<file path="src/rtl/game_pkg.sv">
// rtl/game_pkg.sv - shared game state encoding and default timing constants
package game_pkg;

   typedef enum logic [1:0] {
      PLAY    = 2'd0,
      DYING   = 2'd1,
      RESPAWN = 2'd2,
      OVER    = 2'd3
   } game_state_t;

   localparam logic [7:0] DEATH_FRAMES_DEFAULT  = 8'd60;
   localparam logic [1:0] INITIAL_LIVES_DEFAULT = 2'd3;

   // Lives saturate at zero rather than wrapping to three.
   function automatic logic [1:0] lives_dec(input logic [1:0] cur);
      return (cur == 2'd0) ? 2'd0 : cur - 2'd1;
   endfunction

endpackage

</file>
<file path="src/rtl/frame_counter.sv">
// rtl/frame_counter.sv - 8-bit frame tick counter with synchronous clear
module frame_counter (
   input  logic       clk,
   input  logic       reset,
   input  logic       clear,
   input  logic       tick,
   output logic [7:0] count
);

   // Clear wins over tick so the count starts at zero on the entry frame.
   always_ff @(posedge clk) begin
      if (reset || clear) begin
         count <= 8'd0;
      end else if (tick) begin
         count <= count + 8'd1;
      end
   end

endmodule

</file>
<file path="src/rtl/collision_ctrl.sv">
// rtl/collision_ctrl.sv - player/alien/shot collision arbitration and life tracking
module collision_ctrl
   import game_pkg::*;
#(
   parameter logic [7:0] DEATH_FRAMES  = DEATH_FRAMES_DEFAULT,
   parameter logic [1:0] INITIAL_LIVES = INITIAL_LIVES_DEFAULT
) (
   input  logic       clk,
   input  logic       reset,
   input  logic       startOfFrame,
   input  logic       player_dr,
   input  logic       alien_dr,
   input  logic       shot_dr,
   output logic       alien_died,
   output logic       shot_hit,
   output logic       player_died,
   output logic [1:0] lives,
   output logic       game_over
);

   game_state_t state;
   game_state_t state_nxt;
   logic [1:0]  lives_q;
   logic [1:0]  lives_nxt;
   logic [7:0]  frame_cnt;
   logic        cnt_clear;
   logic        kill_done;
   logic        hit_flag;
   logic        rst_d;
   logic        in_play;
   logic        kill_now;
   logic        hit_now;

   frame_counter u_frame_counter (
      .clk   (clk),
      .reset (reset),
      .clear (cnt_clear),
      .tick  (startOfFrame),
      .count (frame_cnt)
   );

   assign in_play = (state == PLAY);

   // Kill strobe is zero-latency so the alien block can steer it to the
   // alien drawing this very pixel; it is muted across the reset boundary.
   assign kill_now = alien_dr & shot_dr & in_play & ~kill_done & ~reset & ~rst_d;
   assign hit_now  = in_play & player_dr & alien_dr & ~shot_dr;

   always_ff @(posedge clk) begin
      if (reset) begin
         state     <= PLAY;
         lives_q   <= INITIAL_LIVES;
         kill_done <= 1'b0;
         hit_flag  <= 1'b0;
         rst_d     <= 1'b1;
      end else begin
         state     <= state_nxt;
         lives_q   <= lives_nxt;
         kill_done <= kill_now | (kill_done & ~startOfFrame);
         hit_flag  <= ~startOfFrame & (hit_flag | hit_now);
         rst_d     <= 1'b0;
      end
   end

   always_comb begin
      state_nxt = state;
      lives_nxt = lives_q;
      cnt_clear = 1'b0;
      if (startOfFrame) begin
         case (state)
            PLAY: begin
               if (hit_flag || hit_now) begin
                  state_nxt = DYING;
                  lives_nxt = lives_dec(lives_q);
                  cnt_clear = 1'b1;
               end
            end
            DYING: begin
               if (frame_cnt == DEATH_FRAMES - 8'd1) begin
                  state_nxt = (lives_q == 2'd0) ? OVER : RESPAWN;
               end
            end
            RESPAWN: state_nxt = PLAY;
            OVER:    state_nxt = OVER;
            default: state_nxt = PLAY;
         endcase
      end
   end

   always_comb begin
      alien_died  = kill_now;
      shot_hit    = kill_now;
      player_died = ~reset & (state != PLAY);
      game_over   = ~reset & (state == OVER);
      lives       = lives_q;
   end

endmodule

</file>
<file path="config.mk">
export PLATFORM = sky130hd
export DESIGN_NAME = collision_ctrl
export DESIGN_NICKNAME = d
export VERILOG_FILES = /design/src/rtl/game_pkg.sv /design/src/rtl/frame_counter.sv /design/src/rtl/collision_ctrl.sv
export SDC_FILE = /design/constraint.sdc
export NUM_CORES = 1
export LEC_CHECK = 0
export BUFFER_PORTS_ARGS = -buffer_cell sky130_fd_sc_hd__clkbuf_2
export CAP_MARGIN = 10
export CORE_AREA = 2 2 40 42
export DETAILED_ROUTE_END_ITERATION = 10
export DIE_AREA = 0 0 42 44
export PLACE_DENSITY = 0.75
export SLEW_MARGIN = 20
export SYNTH_ARGS = -nofsm -noshare
export SYNTH_HDL_FRONTEND = slang
export SYNTH_SLANG_ARGS = --single-unit
</file>
<file path="constraint.sdc">
create_clock -name clk -period 2.7 [get_ports clk]
set_input_delay 0.54 -clock clk [delete_from_list [all_inputs] [get_ports clk]]
set_output_delay 0.54 -clock clk [all_outputs]
set_load 0.01 [all_outputs]
</file>
==> results of run 1 <==
## final cells by class
type | count | share of cell area (%)
sequential | 15 | 36.75
inverter | 3 | 1.378
clock buffer | 4 | 3.216
timing repair buffer | 11 | 6.738
multi-input combinational | 57 | 49.46
tap | 16 | 2.450
## metrics by stage
| stage | hold slack [ps] | power, W | instance area [um^2] | std cells | worst slack, ps |
|---|---|---|---|---|---|
| 4_1_cts | 500.3 | 0.0004026 | 817.0 | 106 | 719.6 |
| 5_1_grt | 569.8 | 0.0004137 | 817.0 | 106 | 591.2 |
| 2_1_floorplan | 453.5 | 0.0002667 | 738.2 | 79 | 693.4 |
| 3_3_place_gp | 475.4 | 0.0002752 | 790.8 | 102 | 795.5 |
| 6_report | 490.8 | 0.0003991 | 817.0 | 106 | 745.2 |
| 3_5_place_dp | 487.2 | 0.0002774 | 790.8 | 102 | 750.1 |
## path summary, 6_finish.rpt
path | from | to | depth (start not counted)
max | state[1] | alien_died | 3
min | kill_done | kill_done | 2
max reg2reg | state[1] | u_frame_counter.count[2] | 3
min reg2reg | kill_done | kill_done | 2
## sequential cells by signal (all words and copies together), names as in the netlist
signal,count
u_frame_counter.count,8
kill_done,1
hit_flag,1
state,2
lives,2
rst_d,1
## metal layers
layer	vias to the layer above	global-route usage [%]	wire length, um
met1	288	23.14	648
met2	19	25.94	642
met3	2	2.500	62
li1	317	-	-
met4	0	8.387	9
met5	-	0	0
## report_power, final
group	internal [W]	leakage, nW	total, W	switching, W
logic	0.0000170	0.164	0.0000389	0.0000218
clock network	0.0000572	0.0150	0.000127	0.0000702
registers	0.000227	0.122	0.000233	0.00000562
## cells by family (layout without fill, tap and decap cells)
family / Yosys count / count (layout) / share of synthesized area (%)
AOI/OAI and AO/OA: 20 / 20 / 22.21
adders and majority gates: 1 / 1 / 1.695
buffers and inverters: 7 / 18 / 4.576
muxes: 1 / 1 / 1.356
and+or+nand+nor: 31 / 31 / 24.75
xor gates and xnor gates: 4 / 4 / 4.747
DFF: 15 / 15 / 40.68
## cells in the final DEF, fill, tap and decap left out, drive strengths merged, types with 2 or more instances in the layout
cell / n
nand2: 4
a21o: 2
a211o: 2
xor2: 3
or3: 3
inv: 3
nand4: 3
a211oi: 4
dfxtp: 15
a21oi: 3
o21ai: 4
nor2: 4
clkbuf: 15
nor3: 6
nand3: 2
## worst max-delay path: stages (launching register included)
cell      delay (ps)
dfxtp_1          360
nor2_1           220
nor4bb_1         370
clkbuf_2         200
## Yosys cell counts, types with 2 or more instances
library cell	number	area (um^2)
a211o_1	2	17.52
a211oi_1	3	22.52
a21o_1	2	15.01
a21oi_1	2	10.01
buf_4	2	15.01
clkbuf_1	2	7.510
dfxtp_1	15	300.3
inv_1	3	11.26
nand2_1	4	15.01
nand3_1	2	10.01
nand4_1	3	18.77
nor2_1	4	15.01
nor3_1	6	30.03
o21ai_0	4	20.02
or3_1	3	18.77
xor2_1	3	26.28
==> results_dict.tcl, run 1 <==
set metrics [dict create \
    crit_required_ps 2160 \
    htreeDepth 1 \
    port_buffers 11 \
    max_slew_margin_pct 72.07 \
    nets 98 \
    status "finished clean" \
    synthDistinctLibCells 35 \
    syn_to_final_growth_pct 10.68 \
    rrSetupSlack_ps 1320 \
    cp-end-kind "output pin" \
    netlist_instances 79 \
    period_minus_slack_ps 1955 \
    crit_type "reg -> out" \
    drt-initial-drc-count 24 \
    seq_area_um2 300.3 \
    yosysSeqAreaShare_pct 40.68 \
    dp_hpwl_um 980.5 \
    ys_ff_latch 15 \
    worst_setup_path_start_kind "register" \
    clock_sinks 15 \
    holdBufCountCts 0 \
    cts_tree "built" \
    fillers 136 \
    n_antenna_cell 0 \
    ant_nets 0 \
    drive_gt1_share_pct 20.00 \
    viasPerCell 5.906 \
    grt_usage_pct 16.86 \
    clkTransAtPathRegs_ps 90 \
    hp-class "reg -> reg" \
    tightest_slew_ps 418.9 \
    multiInputGateArea_um2 404.1 \
    cts.repair.resized 0 \
    fin_util_pct 57.58 \
    ctsLongestPathBuffers 2 \
    setup_viol_count_final 0 \
    fp.dieH_um 44 \
    fmaxAchievable_mhz 511.6 \
    drcViolationCount 0 \
    crit_fanout 5 \
    row_count 14 \
    grt_max_degree 19 \
    netlist_area_um2 738.2 \
    fin_skew_ps 1.249 \
    synth_edf_count 0 \
    start_util_pct 52.03 \
    drv_cap 0 \
    async_flop_share_pct 0 \
    hold_viol_final 0 \
    clockRootBuffer "clkbuf_4" \
    numCtsBuffers 3 \
    grt_pass1_vias 589 \
    grt_pass1_wl_um 2421 \
    ir_drop_mv 0.2717 \
    ios 12 \
    avgSynthCellArea_um2 9.344 \
    ys.flop_type "dfxtp_1" \
    cts_setup_buffers 0 \
    fin_setup_tns_ps 0 \
    die_x_um 42 \
    synth_fp_nets 86 \
    wl_um 1362 \
    grt_antenna_before_repair 0 \
    via_count 626 \
    p_leak_nw 0.3007 \
    gp_congestion 0.7558 \
    rsz0062_at_grt "no" \
    core_area_um2 1419 \
    insertion_delay_ps 270 \
    arrival_ps 1410 \
    dr.pass1.iters 4 \
    grt_overflow 0 \
    drv_slew 0 \
    powerDensity_nw_per_um2 488.5 \
    die-area_um2 1848 \
    post-route-period-util_pct 72.40 \
    yosys_warnings 0 \
    wl_per_cell_um 12.85 \
]
Note: power is estimated with default switching activity, not from simulation.
==> run 2, diff against run 1 <==
--- a/config.mk
+++ b/config.mk
@@ -7,10 +7,10 @@
 export LEC_CHECK = 0
 export BUFFER_PORTS_ARGS = -buffer_cell sky130_fd_sc_hd__clkbuf_2
 export CAP_MARGIN = 10
-export CORE_AREA = 2 2 40 42
+export CORE_AREA = 2 2 41 43
 export DETAILED_ROUTE_END_ITERATION = 10
-export DIE_AREA = 0 0 42 44
-export PLACE_DENSITY = 0.75
+export DIE_AREA = 0 0 43 45
+export PLACE_DENSITY = 0.72
 export SLEW_MARGIN = 20
 export SYNTH_ARGS = -nofsm -noshare
 export SYNTH_HDL_FRONTEND = slang
==> constraint.sdc (replaced) <==
create_clock -name clk -period 1.85 [get_ports clk]
set_input_delay 0.37 -clock clk [delete_from_list [all_inputs] [get_ports clk]]
set_output_delay 0.37 -clock clk [all_outputs]
set_load 0.01 [all_outputs]
==> results_dict.tcl, run 2 (synthesis gave the netlist of run 1 again) <==
set metrics [dict create \
    die_x_um 43 \
    worstHoldEndpoint "rst_d" \
    drt-initial-drc-count 10 \
    status "finished clean" \
    period_minus_slack_ps 1694 \
    rsz0062_at_grt "no" \
    crit_type "reg -> out" \
    viasPerCell 6.110 \
    n_antenna_cell 0 \
    wl_per_cell_um 13.54 \
    fp.dieH_um 45 \
    hold_depth 2 \
    via_count 666 \
    fin_setup_tns_ps 0 \
    drv_cap 0 \
    grt_antenna_before_repair 0 \
    min-delay-start "reset" \
    start_util_pct 50.17 \
    crit_fanout 5 \
    dp_hpwl_um 1071 \
    rrSetupSlack_ps 450 \
    grt_pass1_vias 553 \
    htreeDepth 1 \
    grt_pass1_wl_um 2408 \
    port_buffers 11 \
    p_leak_nw 0.3145 \
    hp-class "in -> reg" \
    tightest_slew_ps 405.0 \
    row_count 14 \
    dr.pass1.iters 4 \
    clkTransAtPathRegs_ps 90 \
    ant_nets 0 \
    largest_reg_flops 8 \
    drcViolationCount 0 \
    fmaxAchievable_mhz 590.4 \
    clock_sinks 15 \
    cts_tree "built" \
    gp_congestion 0.7048 \
    holdBufCountCts 0 \
    hold_viol_final 0 \
    wl_um 1476 \
    final_common_cell "dfxtp_1" \
    grt_overflow 0 \
    syn_to_final_growth_pct 13.73 \
    r2r_end "state[0]" \
    ctsLongestPathBuffers 2 \
    worst_setup_path_start_kind "register" \
    powerDensity_nw_per_um2 704.3 \
    multiInputGateArea_um2 404.1 \
    core_area_um2 1471 \
    fin_skew_ps 0.5003 \
    regMostFlops "u_frame_counter.count" \
    grt_usage_pct 16.36 \
    ios 12 \
    cts.repair.resized 0 \
    numCtsBuffers 3 \
    drv_slew 0 \
    ir_drop_mv 0.5103 \
    setup_viol_count_final 0 \
    seq_area_um2 300.3 \
    clockRootBuffer "clkbuf_4" \
    post-route-period-util_pct 91.56 \
    reg2reg_depth 4 \
    die-area_um2 1935 \
    nets 101 \
    max_slew_margin_pct 73.00 \
    final_cell_mix "dfxtp_1 (15), clkbuf_2 (11), nor3_1 (6)" \
    insertion_delay_ps 280 \
    cp-end-kind "output pin" \
    cts_setup_buffers 0 \
    regToRegStartpoint "u_frame_counter.count[0]" \
    arrival_ps 1320 \
    hold_slack_ps 428.6 \
    drive_gt1_share_pct 22.58 \
    grt_max_degree 18 \
    fillers 137 \
    crit_required_ps 1480 \
]
run 2: worst max-delay path, cell delays in order, from the launching register on:
cell and delay, ps:
dfxtp_1 360, nor2_1 140, nor4bb_1 350, clkbuf_2 200
run 2: layout make-up:
class / count / share of cell area (%)
Multi-Input combinational cell: 57 / 48.14
Sequential cell: 15 / 35.77
Clock buffer: 4 / 3.130
Timing Repair Buffer: 14 / 9.240
Inverter: 3 / 1.341
Tap cell: 16 / 2.385
run 2: how the worst max path moves through the flow:
stage	startpoint	endpoint	slack, ps	depth (start not counted)
4_1_cts	state[1]	alien_died	140	3
3_3_place_gp	startOfFrame	lives[1]	360	4
3_5_place_dp	startOfFrame	u_frame_counter.count[0]	330	4
6_report	state[1]	alien_died	160	3
5_1_grt	state[1]	shot_hit	100	3
2_1_floorplan	reset	shot_hit	180	4
run 2: power by group:
group / leakage, nW / internal [W] / switching (W)
logic: 0.178 / 0.0000289 / 0.0000330
registers: 0.122 / 0.000332 / 0.00000915
clock network: 0.0150 / 0.0000838 / 0.000105
total: 0.315 / 0.000444 / 0.000147
run 2: stage by stage:
stage	util, %	instances	power, W	area, um^2	setup WS (ps)
floorplan	-	79	0.0003893	738.2	183.4
global placement	55.27	105	0.0004074	813.3	357.6
detailed placement	55.27	105	0.0004104	813.3	333.8
CTS	57.06	109	0.0005948	839.6	145.0
global route	57.06	109	0.0006202	839.6	96.09
finish	57.06	109	0.0005913	839.6	156.1
run 2: layer usage:
layer	GRT usage [%]	part of all wire (%)
met1	22.50	46
met2	25.76	47
met3	2.400	5.5
met4	7.273	1.3
met5	0	0
==> run 3, diff against run 2 <==
==> constraint.sdc (replaced) <==
create_clock -name clk -period 1.6 [get_ports clk]
set_input_delay 0.32 -clock clk [delete_from_list [all_inputs] [get_ports clk]]
set_output_delay 0.32 -clock clk [all_outputs]
set_load 0.01 [all_outputs]
==> results_dict.tcl, run 3 (synthesis gave the netlist of run 1 again) <==
set metrics [dict create \
    arrival_ps 1230 \
    ctsLongestPathBuffers 2 \
    htreeDepth 1 \
    regToRegStartpoint "state[1]" \
    fp.dieH_um 45 \
    clkPwrFrac_pct 32.2 \
    ant_nets 0 \
    placed_area_um2 813.3 \
    clockRootBuffer "clkbuf_4" \
    worst_slack_ps 52.98 \
    dr.pass1.iters 4 \
    n_antenna_cell 0 \
    grt_overflow 0 \
    r2r_end "u_frame_counter.count[5]" \
    post-route-period-util_pct 96.69 \
    port_buffers 11 \
    setup_viol_count_final 0 \
    share_comb_of_total_power_pct 11.5 \
    grt_usage_pct 18.09 \
    final_cell_mix "dfxtp_1 (13), clkbuf_2 (10), nor3_1 (6), buf_4 (6)" \
    grt_antenna_before_repair 0 \
    drive_gt1_share_pct 29.17 \
    nets 104 \
    worstHoldEndpoint "u_frame_counter.count[0]" \
    wl_per_cell_um 13.76 \
    dp_hpwl_um 1057 \
    crit_required_ps 1280 \
    grt_pass1_vias 564 \
    row_count 14 \
    fin_util_pct 60.63 \
    ir_drop_mv 0.4945 \
    period_minus_slack_ps 1547 \
    wl_um 1541 \
    largest_reg_flops 8 \
    gp_congestion 0.7645 \
    final_common_cell "dfxtp_1" \
    sw_frac_of_total_pct 25.58 \
    ios 12 \
    crit_type "reg -> out" \
    drv_cap 0 \
    p_int_w 0.0005176 \
    hold_depth 3 \
    max_slew_margin_pct 70.25 \
    fmaxAchievable_mhz 646.4 \
    grt_pass1_wl_um 2566 \
    fin_skew_ps 7.860 \
    rsz0062_at_grt "yes" \
    die_x_um 43 \
    drcViolationCount 0 \
    fin_setup_tns_ps 0 \
    min-delay-start "startOfFrame" \
    crit_fanout 2 \
    cp-end-kind "output pin" \
    switchingPower_w 0.0001780 \
    tightest_slew_ps 440.0 \
    rrSetupSlack_ps 100 \
    grt_max_degree 18 \
    syn_to_final_growth_pct 20.85 \
    viasPerCell 5.813 \
    insertion_delay_ps 290 \
    via_count 651 \
    clock_sinks 15 \
    instances_no_fill 112 \
    p_leak_nw 0.3523 \
    drt-initial-drc-count 14 \
    preCtsSetupSlack_ps 133.6 \
    clkTransAtPathRegs_ps 90 \
    reg2reg_depth 4 \
    hp-class "in -> reg" \
    design_area_um2 892.1 \
    worst_setup_path_start_kind "register" \
    numCtsBuffers 3 \
    placed_cells 105 \
    seq_power_share_pct 56.2 \
    drv_slew 0 \
    cts_tree "built" \
    hold_viol_final 0 \
    powerDensity_nw_per_um2 779.7 \
    start_util_pct 50.17 \
    core_area_um2 1471 \
    die-area_um2 1935 \
    status "finished clean" \
    regMostFlops "u_frame_counter.count" \
]
-- run 3: final cells by class --
class	instances	area [um^2]
Clock buffer	4	26.28
Fill cell	132	579.3
Inverter	3	11.26
Multi-Input combinational cell	57	426.7
Sequential cell	15	307.8
Tap cell	16	20.02
Timing Repair Buffer	17	100.1
-- run 3: how the worst max path moves through the flow --
stage | start | slack, ps | end
2_1_floorplan | state[1] | 30 | shot_hit
3_3_place_gp | startOfFrame | 150 | lives[1]
3_5_place_dp | startOfFrame | 130 | u_frame_counter.count[5]
4_1_cts | state[1] | 50 | shot_hit
5_1_grt | state[0] | -20 | shot_hit
6_report | state[0] | 50 | shot_hit
-- run 3: what timing repair did --
action | CTS | global route
pin swaps | 1 | 2
hold buffers | 0 | 0
buffers inserted | 0 | 3
resized for setup | 1 | 8
setup endpoints to repair | 2 | 2
-- run 3: critical path, stage by stage, from the launching register on --
cell and delay [ps]:
dfxtp_4 360, nor2_4 110, nor4bb_4 290, buf_2 170
-- run 3: through the flow --
stage	power (W)	hold slack [ps]
2_1_floorplan	0.0004501	347.7
3_3_place_gp	0.0004709	468.2
3_5_place_dp	0.0004730	478.1
4_1_cts	0.0006946	364.3
5_1_grt	0.0007238	392.5
6_report	0.0006956	365.5
-- run 3: metal layers --
layer | global-route usage, % | routed length, um | vias to the layer above
met2 | 27.88 | 715 | 19
met5 | 0 | 0 | -
met4 | 10.91 | 23 | 0
li1 | - | - | 327
met3 | 2.400 | 70 | 2
met1 | 24.32 | 731 | 303
-- run 3: power groups by stage --
stage	Combinational [W]	Sequential, W	Clock (W)
after floorplan	0.0000499	0.000400	0
after global placement	0.0000695	0.000401	0
after detailed placement	0.0000711	0.000402	0
after CTS	0.0000722	0.000393	0.000229
after global routing	0.0000902	0.000394	0.000240
final	0.0000803	0.000391	0.000224
